--- src/rtl/ramio_arbiter_if.sv ---
// ramio_arbiter_if -- one copy of the ramio memory handshake.
//
// The same bundle describes both sides of the arbiter:
//   master modport : the requester (core, DMA, or the arbiter itself towards
//                    the memory). Drives enable/read_type/write_type/address/
//                    data_in and receives data_out/data_out_ready/busy.
//   slave modport  : the responder (the memory, or the arbiter towards each
//                    requester).
//
// Signals:
//   enable          request enable
//   read_type [2:0] 0 = no read; bit2 = signed; [1:0] 01 byte, 10 half, 11 word
//   write_type[1:0] 0 = no write; 01 byte, 10 half, 11 word
//   address  [31:0] byte address
//   data_in  [31:0] write data
//   data_out [31:0] read data
//   data_out_ready  read completion
//   busy            responder busy / request outstanding
interface ramio_arbiter_if;
  logic        enable;
  logic [2:0]  read_type;
  logic [1:0]  write_type;
  logic [31:0] address;
  logic [31:0] data_in;
  logic [31:0] data_out;
  logic        data_out_ready;
  logic        busy;

  modport master (
    output enable, read_type, write_type, address, data_in,
    input  data_out, data_out_ready, busy
  );

  modport slave (
    input  enable, read_type, write_type, address, data_in,
    output data_out, data_out_ready, busy
  );
endinterface

--- src/rtl/ramio_arbiter.sv ---
// ramio_arbiter -- shares one ramio memory port between two masters.
//
// Master 0 (rv32i core) and master 1 (DMA / debug loader) each get a private
// ramio handshake. Requests are captured per port, granted round-robin and
// executed one at a time on the downstream port. Read data and completion go
// back to the owning master; a sticky flag records any memory timeout.
//
// Ports:
//   clk, rst_n     clock; synchronous active-low reset
//   m0, m1         per-master handshakes (slave side of ramio_arbiter_if);
//                  busy is combinational, data_out/data_out_ready registered
//   ramio          downstream memory port (master side), all outputs registered
//   timeout_error  sticky, set on any timeout, cleared only by reset
//
// TimeoutCycles: maximum wait cycles per transaction, 0 disables the timeout.
module ramio_arbiter #(
  parameter int TimeoutCycles = 1024
) (
  input  logic                   clk,
  input  logic                   rst_n,
  ramio_arbiter_if.slave         m0,
  ramio_arbiter_if.slave         m1,
  ramio_arbiter_if.master        ramio,
  output logic                   timeout_error
);

  typedef enum logic [1:0] {P_IDLE, P_PEND, P_DONE} port_state_e;
  typedef enum logic [1:0] {S_IDLE, S_READ_WAIT, S_WRITE_HOLD, S_WRITE_WAIT} state_e;

  typedef struct packed {
    logic [2:0]  read_type;
    logic [1:0]  write_type;
    logic [31:0] address;
    logic [31:0] data_in;
  } req_t;

  localparam logic [15:0] TIMEOUT = 16'(TimeoutCycles);

  // Live requests as presented by each master this cycle.
  req_t       live [2];
  logic [1:0] en;

  assign live[0] = {m0.read_type, m0.write_type, m0.address, m0.data_in};
  assign live[1] = {m1.read_type, m1.write_type, m1.address, m1.data_in};
  assign en      = {m1.enable, m0.enable};

  // Registered state.
  port_state_e pst_q [2];
  req_t        cap_q [2];
  logic [31:0] dout_q [2];
  logic [1:0]  rdy_q;
  state_e      state_q;
  logic        owner_q;
  logic        last_grant_q;
  logic [15:0] wait_cnt_q;
  logic        ramio_en_q;
  req_t        ramio_q;

  // Request decode, grant and completion.
  logic [1:0]  has_req;
  logic [1:0]  new_req;
  logic [1:0]  pend;
  logic        gnt;
  req_t        sel;
  logic        sel_is_write;
  logic [15:0] wait_next;
  logic        normal_done;
  logic        timeout_hit;
  logic        complete;

  // NOTE: every signal gets a default at the top of always_comb so no path
  // leaves it unassigned and no latch is inferred.
  always_comb begin
    has_req = '0;
    new_req = '0;
    pend    = '0;
    for (int i = 0; i < 2; i++) begin
      has_req[i] = en[i] && (live[i].write_type != 2'b00 || live[i].read_type != 3'b000);
      // In DONE only a request that differs from the captured one is new;
      // an unchanged request is the transaction that already completed.
      new_req[i] = has_req[i] &&
                   (pst_q[i] == P_IDLE || (pst_q[i] == P_DONE && live[i] != cap_q[i]));
      pend[i]    = (pst_q[i] == P_PEND) || new_req[i];
    end

    // Sole requester wins; on a tie the port that did not win last time.
    gnt = (pend == 2'b11) ? ~last_grant_q : pend[1];

    // A port seen for the first time this cycle has not been captured yet,
    // so issue straight from its live inputs.
    sel = live[gnt];
    if (pst_q[gnt] == P_PEND) sel = cap_q[gnt];
    sel_is_write = (sel.write_type != 2'b00);

    wait_next   = wait_cnt_q + 16'd1;
    normal_done = (state_q == S_READ_WAIT  && ramio.data_out_ready) ||
                  (state_q == S_WRITE_WAIT && !ramio.busy);
    // A genuine memory answer in the same cycle takes precedence.
    timeout_hit = (state_q != S_IDLE) && (TIMEOUT != 16'd0) &&
                  (wait_next == TIMEOUT) && !normal_done;
    complete    = normal_done || timeout_hit;
  end

  // NOTE: all state below uses non-blocking assignments so every register
  // samples the pre-edge values regardless of statement order.
  always_ff @(posedge clk) begin
    if (!rst_n) begin
      state_q       <= S_IDLE;
      owner_q       <= 1'b0;
      last_grant_q  <= 1'b1;
      wait_cnt_q    <= '0;
      ramio_en_q    <= 1'b0;
      ramio_q       <= '0;
      rdy_q         <= '0;
      timeout_error <= 1'b0;
      // NOTE: the capture and read-data registers are small and drive
      // outputs/comparisons directly, so they are reset like any flop.
      for (int i = 0; i < 2; i++) begin
        pst_q[i]  <= P_IDLE;
        cap_q[i]  <= '0;
        dout_q[i] <= '0;
      end
    end else begin
      rdy_q <= '0;

      for (int i = 0; i < 2; i++) begin
        case (pst_q[i])
          P_IDLE: begin
            if (has_req[i]) begin
              pst_q[i] <= P_PEND;
              cap_q[i] <= live[i];
            end
          end
          P_PEND: begin
            if (complete && owner_q == 1'(i)) pst_q[i] <= P_DONE;
          end
          P_DONE: begin
            if (new_req[i]) begin
              pst_q[i] <= P_PEND;
              cap_q[i] <= live[i];
            end else if (!en[i] || live[i] != cap_q[i]) begin
              pst_q[i] <= P_IDLE;
            end
          end
          default: pst_q[i] <= P_IDLE;
        endcase
      end

      case (state_q)
        S_IDLE: begin
          if ((pend != 2'b00) && !ramio.busy) begin
            ramio_en_q   <= 1'b1;
            // read_type is meaningless on a write, keep it off the bus.
            ramio_q      <= '{read_type:  sel_is_write ? 3'b000 : sel.read_type,
                              write_type: sel.write_type,
                              address:    sel.address,
                              data_in:    sel.data_in};
            owner_q      <= gnt;
            last_grant_q <= gnt;
            wait_cnt_q   <= '0;
            state_q      <= sel_is_write ? S_WRITE_HOLD : S_READ_WAIT;
          end
        end
        default: begin
          wait_cnt_q <= wait_next;
          if (complete) begin
            ramio_en_q         <= 1'b0;
            ramio_q.read_type  <= 3'b000;
            ramio_q.write_type <= 2'b00;
            state_q            <= S_IDLE;
            if (timeout_hit) timeout_error <= 1'b1;
            if (state_q == S_READ_WAIT) begin
              dout_q[owner_q] <= timeout_hit ? 32'h0 : ramio.data_out;
              rdy_q[owner_q]  <= 1'b1;
            end
          end else if (state_q == S_WRITE_HOLD) begin
            // One cycle for the memory to raise busy before we look at it.
            state_q <= S_WRITE_WAIT;
          end
        end
      endcase
    end
  end

  assign m0.data_out       = dout_q[0];
  assign m1.data_out       = dout_q[1];
  assign m0.data_out_ready = rdy_q[0];
  assign m1.data_out_ready = rdy_q[1];
  assign m0.busy           = pend[0];
  assign m1.busy           = pend[1];

  assign ramio.enable     = ramio_en_q;
  assign ramio.read_type  = ramio_q.read_type;
  assign ramio.write_type = ramio_q.write_type;
  assign ramio.address    = ramio_q.address;
  assign ramio.data_in    = ramio_q.data_in;

endmodule
--- src/flat_wrapper.sv ---
// flat-port wrapper written by rule: the top's interface ports become plain ports
module ramio_arbiter_flat 
#(
  parameter int TimeoutCycles = 1024
)
  (clk, rst_n, timeout_error, m0_enable, m0_read_type, m0_write_type, m0_address, m0_data_in, m0_data_out, m0_data_out_ready, m0_busy, m1_enable, m1_read_type, m1_write_type, m1_address, m1_data_in, m1_data_out, m1_data_out_ready, m1_busy, ramio_enable, ramio_read_type, ramio_write_type, ramio_address, ramio_data_in, ramio_data_out, ramio_data_out_ready, ramio_busy);
  ramio_arbiter_if m0_i ();
  ramio_arbiter_if m1_i ();
  ramio_arbiter_if ramio_i ();
  input  logic clk;
  input  logic rst_n;
  output logic timeout_error;
  input wire logic [$bits(m0_i.enable)-1:0] m0_enable;
  input wire logic [$bits(m0_i.read_type)-1:0] m0_read_type;
  input wire logic [$bits(m0_i.write_type)-1:0] m0_write_type;
  input wire logic [$bits(m0_i.address)-1:0] m0_address;
  input wire logic [$bits(m0_i.data_in)-1:0] m0_data_in;
  output wire logic [$bits(m0_i.data_out)-1:0] m0_data_out;
  output wire logic [$bits(m0_i.data_out_ready)-1:0] m0_data_out_ready;
  output wire logic [$bits(m0_i.busy)-1:0] m0_busy;
  input wire logic [$bits(m1_i.enable)-1:0] m1_enable;
  input wire logic [$bits(m1_i.read_type)-1:0] m1_read_type;
  input wire logic [$bits(m1_i.write_type)-1:0] m1_write_type;
  input wire logic [$bits(m1_i.address)-1:0] m1_address;
  input wire logic [$bits(m1_i.data_in)-1:0] m1_data_in;
  output wire logic [$bits(m1_i.data_out)-1:0] m1_data_out;
  output wire logic [$bits(m1_i.data_out_ready)-1:0] m1_data_out_ready;
  output wire logic [$bits(m1_i.busy)-1:0] m1_busy;
  output wire logic [$bits(ramio_i.enable)-1:0] ramio_enable;
  output wire logic [$bits(ramio_i.read_type)-1:0] ramio_read_type;
  output wire logic [$bits(ramio_i.write_type)-1:0] ramio_write_type;
  output wire logic [$bits(ramio_i.address)-1:0] ramio_address;
  output wire logic [$bits(ramio_i.data_in)-1:0] ramio_data_in;
  input wire logic [$bits(ramio_i.data_out)-1:0] ramio_data_out;
  input wire logic [$bits(ramio_i.data_out_ready)-1:0] ramio_data_out_ready;
  input wire logic [$bits(ramio_i.busy)-1:0] ramio_busy;
  assign m0_i.enable = m0_enable;
  assign m0_i.read_type = m0_read_type;
  assign m0_i.write_type = m0_write_type;
  assign m0_i.address = m0_address;
  assign m0_i.data_in = m0_data_in;
  assign m0_data_out = m0_i.data_out;
  assign m0_data_out_ready = m0_i.data_out_ready;
  assign m0_busy = m0_i.busy;
  assign m1_i.enable = m1_enable;
  assign m1_i.read_type = m1_read_type;
  assign m1_i.write_type = m1_write_type;
  assign m1_i.address = m1_address;
  assign m1_i.data_in = m1_data_in;
  assign m1_data_out = m1_i.data_out;
  assign m1_data_out_ready = m1_i.data_out_ready;
  assign m1_busy = m1_i.busy;
  assign ramio_enable = ramio_i.enable;
  assign ramio_read_type = ramio_i.read_type;
  assign ramio_write_type = ramio_i.write_type;
  assign ramio_address = ramio_i.address;
  assign ramio_data_in = ramio_i.data_in;
  assign ramio_i.data_out = ramio_data_out;
  assign ramio_i.data_out_ready = ramio_data_out_ready;
  assign ramio_i.busy = ramio_busy;
  ramio_arbiter #(.TimeoutCycles(TimeoutCycles)) u_core (.clk(clk), .rst_n(rst_n), .m0(m0_i), .m1(m1_i), .ramio(ramio_i), .timeout_error(timeout_error));
endmodule
--- config.mk ---
export PLATFORM = sky130hd
export DESIGN_NAME = ramio_arbiter_flat
export DESIGN_NICKNAME = d
export VERILOG_FILES = /design/src/rtl/ramio_arbiter_if.sv /design/src/rtl/ramio_arbiter.sv /design/src/flat_wrapper.sv
export SDC_FILE = /design/constraint.sdc
export NUM_CORES = 1
export LEC_CHECK = 0
export CAP_MARGIN = 20
export CORE_MARGIN = 4
export CORE_UTILIZATION = 52
export DETAILED_ROUTE_END_ITERATION = 12
export PLACE_DENSITY = 0.79
export RECOVER_POWER = 100
export SYNTH_ARGS = -nofsm -noshare
export SYNTH_HDL_FRONTEND = slang
export SYNTH_SLANG_ARGS = --single-unit
--- constraint.sdc ---
create_clock -name clk -period 5.11 [get_ports clk]
set_clock_uncertainty 0.1 [all_clocks]
set_input_delay 0.7665 -clock clk [delete_from_list [all_inputs] [get_ports clk]]
set_output_delay 0.7665 -clock clk [all_outputs]
set_load 0.03 [all_outputs]
==> flow_metrics.py <==
metrics = {
    "placed_design": {
        "gp_congestion": 0.975,
        "place_ws_ps": 448,
        "io_buffers": 314,
        "dp_hpwl_um": 32200,
        "dpl_cell_area_sq_um": 18600,
    },
    "run": {
        "drv_cap": 2,
    },
    "timing": {
        "fmax_ghz": 0.204,
        "layout_setup_ws_ps": 207,
        "layout_worst_path_cycle_share_pct": 96.0,
        "setup_tns_ps": 0,
        "hold_viol": 0,
        "setup_viol": 0,
        "min_period_ps": 4900,
        "rsz0062_at_grt": "no",
        "slew_viol_final": 110,
        "worst_pin_slew_ps": 1920,
        "relSlewSlack_pct": -28.1,
    },
    "worst_setup_path": {
        "cp_data_arrival_time_ps": 4040,
        "max_stage_delay_ps": 770,
        "r2r_slack_ps": 620,
        "crit_path_frequent_cell": "dlygate4sd3_1",
        "crit_chain": "dlygate4sd3_1 -> xor2_1 -> nor4_1 -> nand4_1 -> nor3_1 -> a21oi_1 -> dlygate4sd3_1",
        "startpoint_type": "input pin",
        "critPathKind": "in -> out",
        "required_ps": 4240,
        "crit_path_end_kind": "output port",
        "critPathMaxFanout": 4,
        "cp_slowest_cell": "dlygate4sd3_1",
    },
    "synthesis": {
        "yosys_warnings": 0,
        "synth_cells": 1345,
        "syn_area_per_cell_sq_um": 11.2,
        "seq_area_frac_synth_pct": 53.4,
        "synth_edf_count": 206,
        "yosysUniqueCellTypes": 58,
        "yosys_register_bits": 299,
        "dominantRegCellSynth": "edfxtp_1",
        "synth-async-reset-ratio_pct": 0,
        "netlist_area_sq_um": 15100,
        "synth.net_count": 1523,
    },
    "cells_and_area": {
        "layout.nets": 1813,
        "fillers": 2161,
        "multi_input_area_sq_um": 6600,
        "regArea_sq_um": 8050,
        "final_cell_mix": "206 x edfxtp_1, 174 x clkdlybuf4s50_1, 140 x dlygate4sd3_1",
        "layout-drive-gt1-share_pct": 8.86,
        "final_common_cell": "edfxtp_1",
        "fin_area_sq_um": 19700,
        "area_delta_synth_final_pct": 30.5,
        "finish.utilization_pct": 68.8,
        "antennaDiodeCount": 0,
    },
    "clocking": {
        "cts.htree.levels": 2,
        "cts-hold-fix-buffers": 0,
        "cts_inserted_buffers": 34,
        "cts_tree": "built",
        "cts.sinks": 299,
        "cts_root_buf": "clkbuf_16",
        "cts_resized": 0,
        "post_cts_buffers": 0,
        "clockBufferDepth": 3,
        "clkSlewWorstSetupHoldPaths_ps": 60,
        "clk_latency_ps": 510,
    },
    "drt": {
        "ant_nets": 0,
        "viasPerCell": 5.83,
        "drc": 0,
        "wl_per_cell_um": 22.4,
        "wl_um": 45800,
        "drt_iter0_markers": 1049,
        "dr.pass1.iters": 6,
        "vias": 11900,
    },
    "grt": {
        "grt_use_total_pct": 27.8,
        "grt_pass1_wl_um": 68300,
        "overflow": 0,
        "grt_max_degree": 70,
        "grt_pass1_vias": 11800,
        "antenna_found_initial": 2,
    },
    "floorplan": {
        "rows": 62,
        "die_height_um": 178,
        "pin_count": 315,
        "die_w_um": 178,
        "initial_core_util_pct": 52.7,
        "die_area_sq_um": 31800,
        "core_area_sq_um": 28600,
    },
    "status": {
        "violations": "capacitance limit, slew limit",
        "outcome": "complete, but fails checks",
    },
    "worst_hold_path": {
        "hp-class": "reg -> reg",
    },
    "power": {
        "leakagePower_nw": 8.12,
        "power.density_nw_per_um2": 386,
        "max-vdd-ir-drop_uv": 260,
    },
}
-- synthesized netlist by cell type (3+ instances only) --
| library cell | instances | area share (%) |
|---|---|---|
| edfxtp_1 | 206 | 41 |
| and2_1 | 144 | 6.0 |
| xor2_1 | 126 | 7.3 |
| nand2_1 | 119 | 3.0 |
| dfxtp_1 | 93 | 12 |
| nor2_1 | 79 | 2.0 |
| mux2i_1 | 74 | 4.9 |
| a22o_1 | 64 | 3.7 |
| mux2_2 | 64 | 4.8 |
| o21ai_0 | 62 | 2.1 |
| clkbuf_1 | 45 | 1.1 |
| and3_1 | 34 | 1.4 |
| nor4_1 | 30 | 1.2 |
| buf_2 | 25 | 0.83 |
| nand4_1 | 19 | 0.79 |
| o21ai_1 | 18 | 0.60 |
| a21oi_1 | 17 | 0.56 |
| xnor2_1 | 16 | 0.93 |
| nor3_1 | 15 | 0.50 |
| inv_1 | 12 | 0.30 |
| buf_4 | 8 | 0.40 |
| a31oi_1 | 7 | 0.29 |
| a22oi_1 | 5 | 0.25 |
| nand3_1 | 5 | 0.17 |
| nand2b_1 | 4 | 0.17 |
| a211oi_1 | 3 | 0.15 |
| a32oi_1 | 3 | 0.17 |
| mux4_2 | 3 | 0.45 |
| nor2b_1 | 3 | 0.12 |
| or2_2 | 3 | 0.12 |
-- cell type report --
cell class,count,area share [%]
clock inverters,11,0.725
clock buffers,50,4.89
inverters,13,0.248
well taps,384,2.44
flip-flops and latches,299,40.9
multi-input cells,951,33.5
repair buffers,336,17.3
-- cell families (layout without fill, tap and decap cells) --
group	count (synthesis)	in the layout	synth area share (%)
flip-flops	299	299	53.4
buffers and inverters	95	410	2.89
XOR/XNOR	142	142	8.24
AND/OR/NAND/NOR	469	469	16.3
multiplexers	141	141	10.1
AO/OA/AOI/OAI	197	197	8.94
adder cells (fa/ha/maj)	2	2	0.166
-- flip-flops by register name (all words and copies together) (netlist names) --
signal,flops
u_core.cap_q,138
u_core.dout_q,64
u_core.ramio.address,32
u_core.ramio.data_in,32
u_core.wait_cnt_q,16
u_core.pst_q,4
u_core.ramio.read_type,3
u_core.ramio.write_type,2
u_core.rdy_q,2
u_core.state_q,2
u_core.last_grant_q,1
u_core.owner_q,1
u_core.ramio.enable,1
u_core.timeout_error,1
-- metal layers --
metal	up-vias	wire, um	GRT usage (%)
li1	5400	-	-
met5	-	30	0
met3	80	4190	5.79
met2	617	22200	46.4
met4	4	1310	8.09
met1	5819	18100	36.8
-- report_power, final --
part	total [mW]	internal [mW]	switching, mW
logic	2.09	0.860	1.23
registers	3.07	2.89	0.182
clock network	2.43	1.46	0.964
-- critical path: cells and delay by family --
kind / cells / cell delay (ps)
AO/OA/AOI/OAI: 1 / 300
buffers and inverters: 2 / 1440
AND/OR/NAND/NOR: 3 / 1280
XOR/XNOR: 1 / 240
-- metrics by stage --
step	power, mW	hold WS (ps)	cells
2_1_floorplan	4.40	352	1345
3_3_place_gp	5.19	346	1982
3_5_place_dp	5.23	361	1982
4_1_cts	7.66	381	2043
5_1_grt	7.87	391	2044
6_report	7.59	372	2044
-- worst paths after layout --
path                                                           start                                    to  depth (start not counted)
worst max-delay path                                 m0_read_type[1]                               m0_busy                          7
worst min-delay path            u_core.ramio.address[9]$_SDFFE_PN0P_  u_core.ramio.address[9]$_SDFFE_PN0P_                          1
worst max register to register     u_core.wait_cnt_q[5]$_SDFFE_PN0P_     u_core.dout_q[0][1]$_SDFFCE_PN0P_                         10
worst min register to register  u_core.ramio.address[9]$_SDFFE_PN0P_  u_core.ramio.address[9]$_SDFFE_PN0P_                          1
Power figures use the tool's default switching activity.
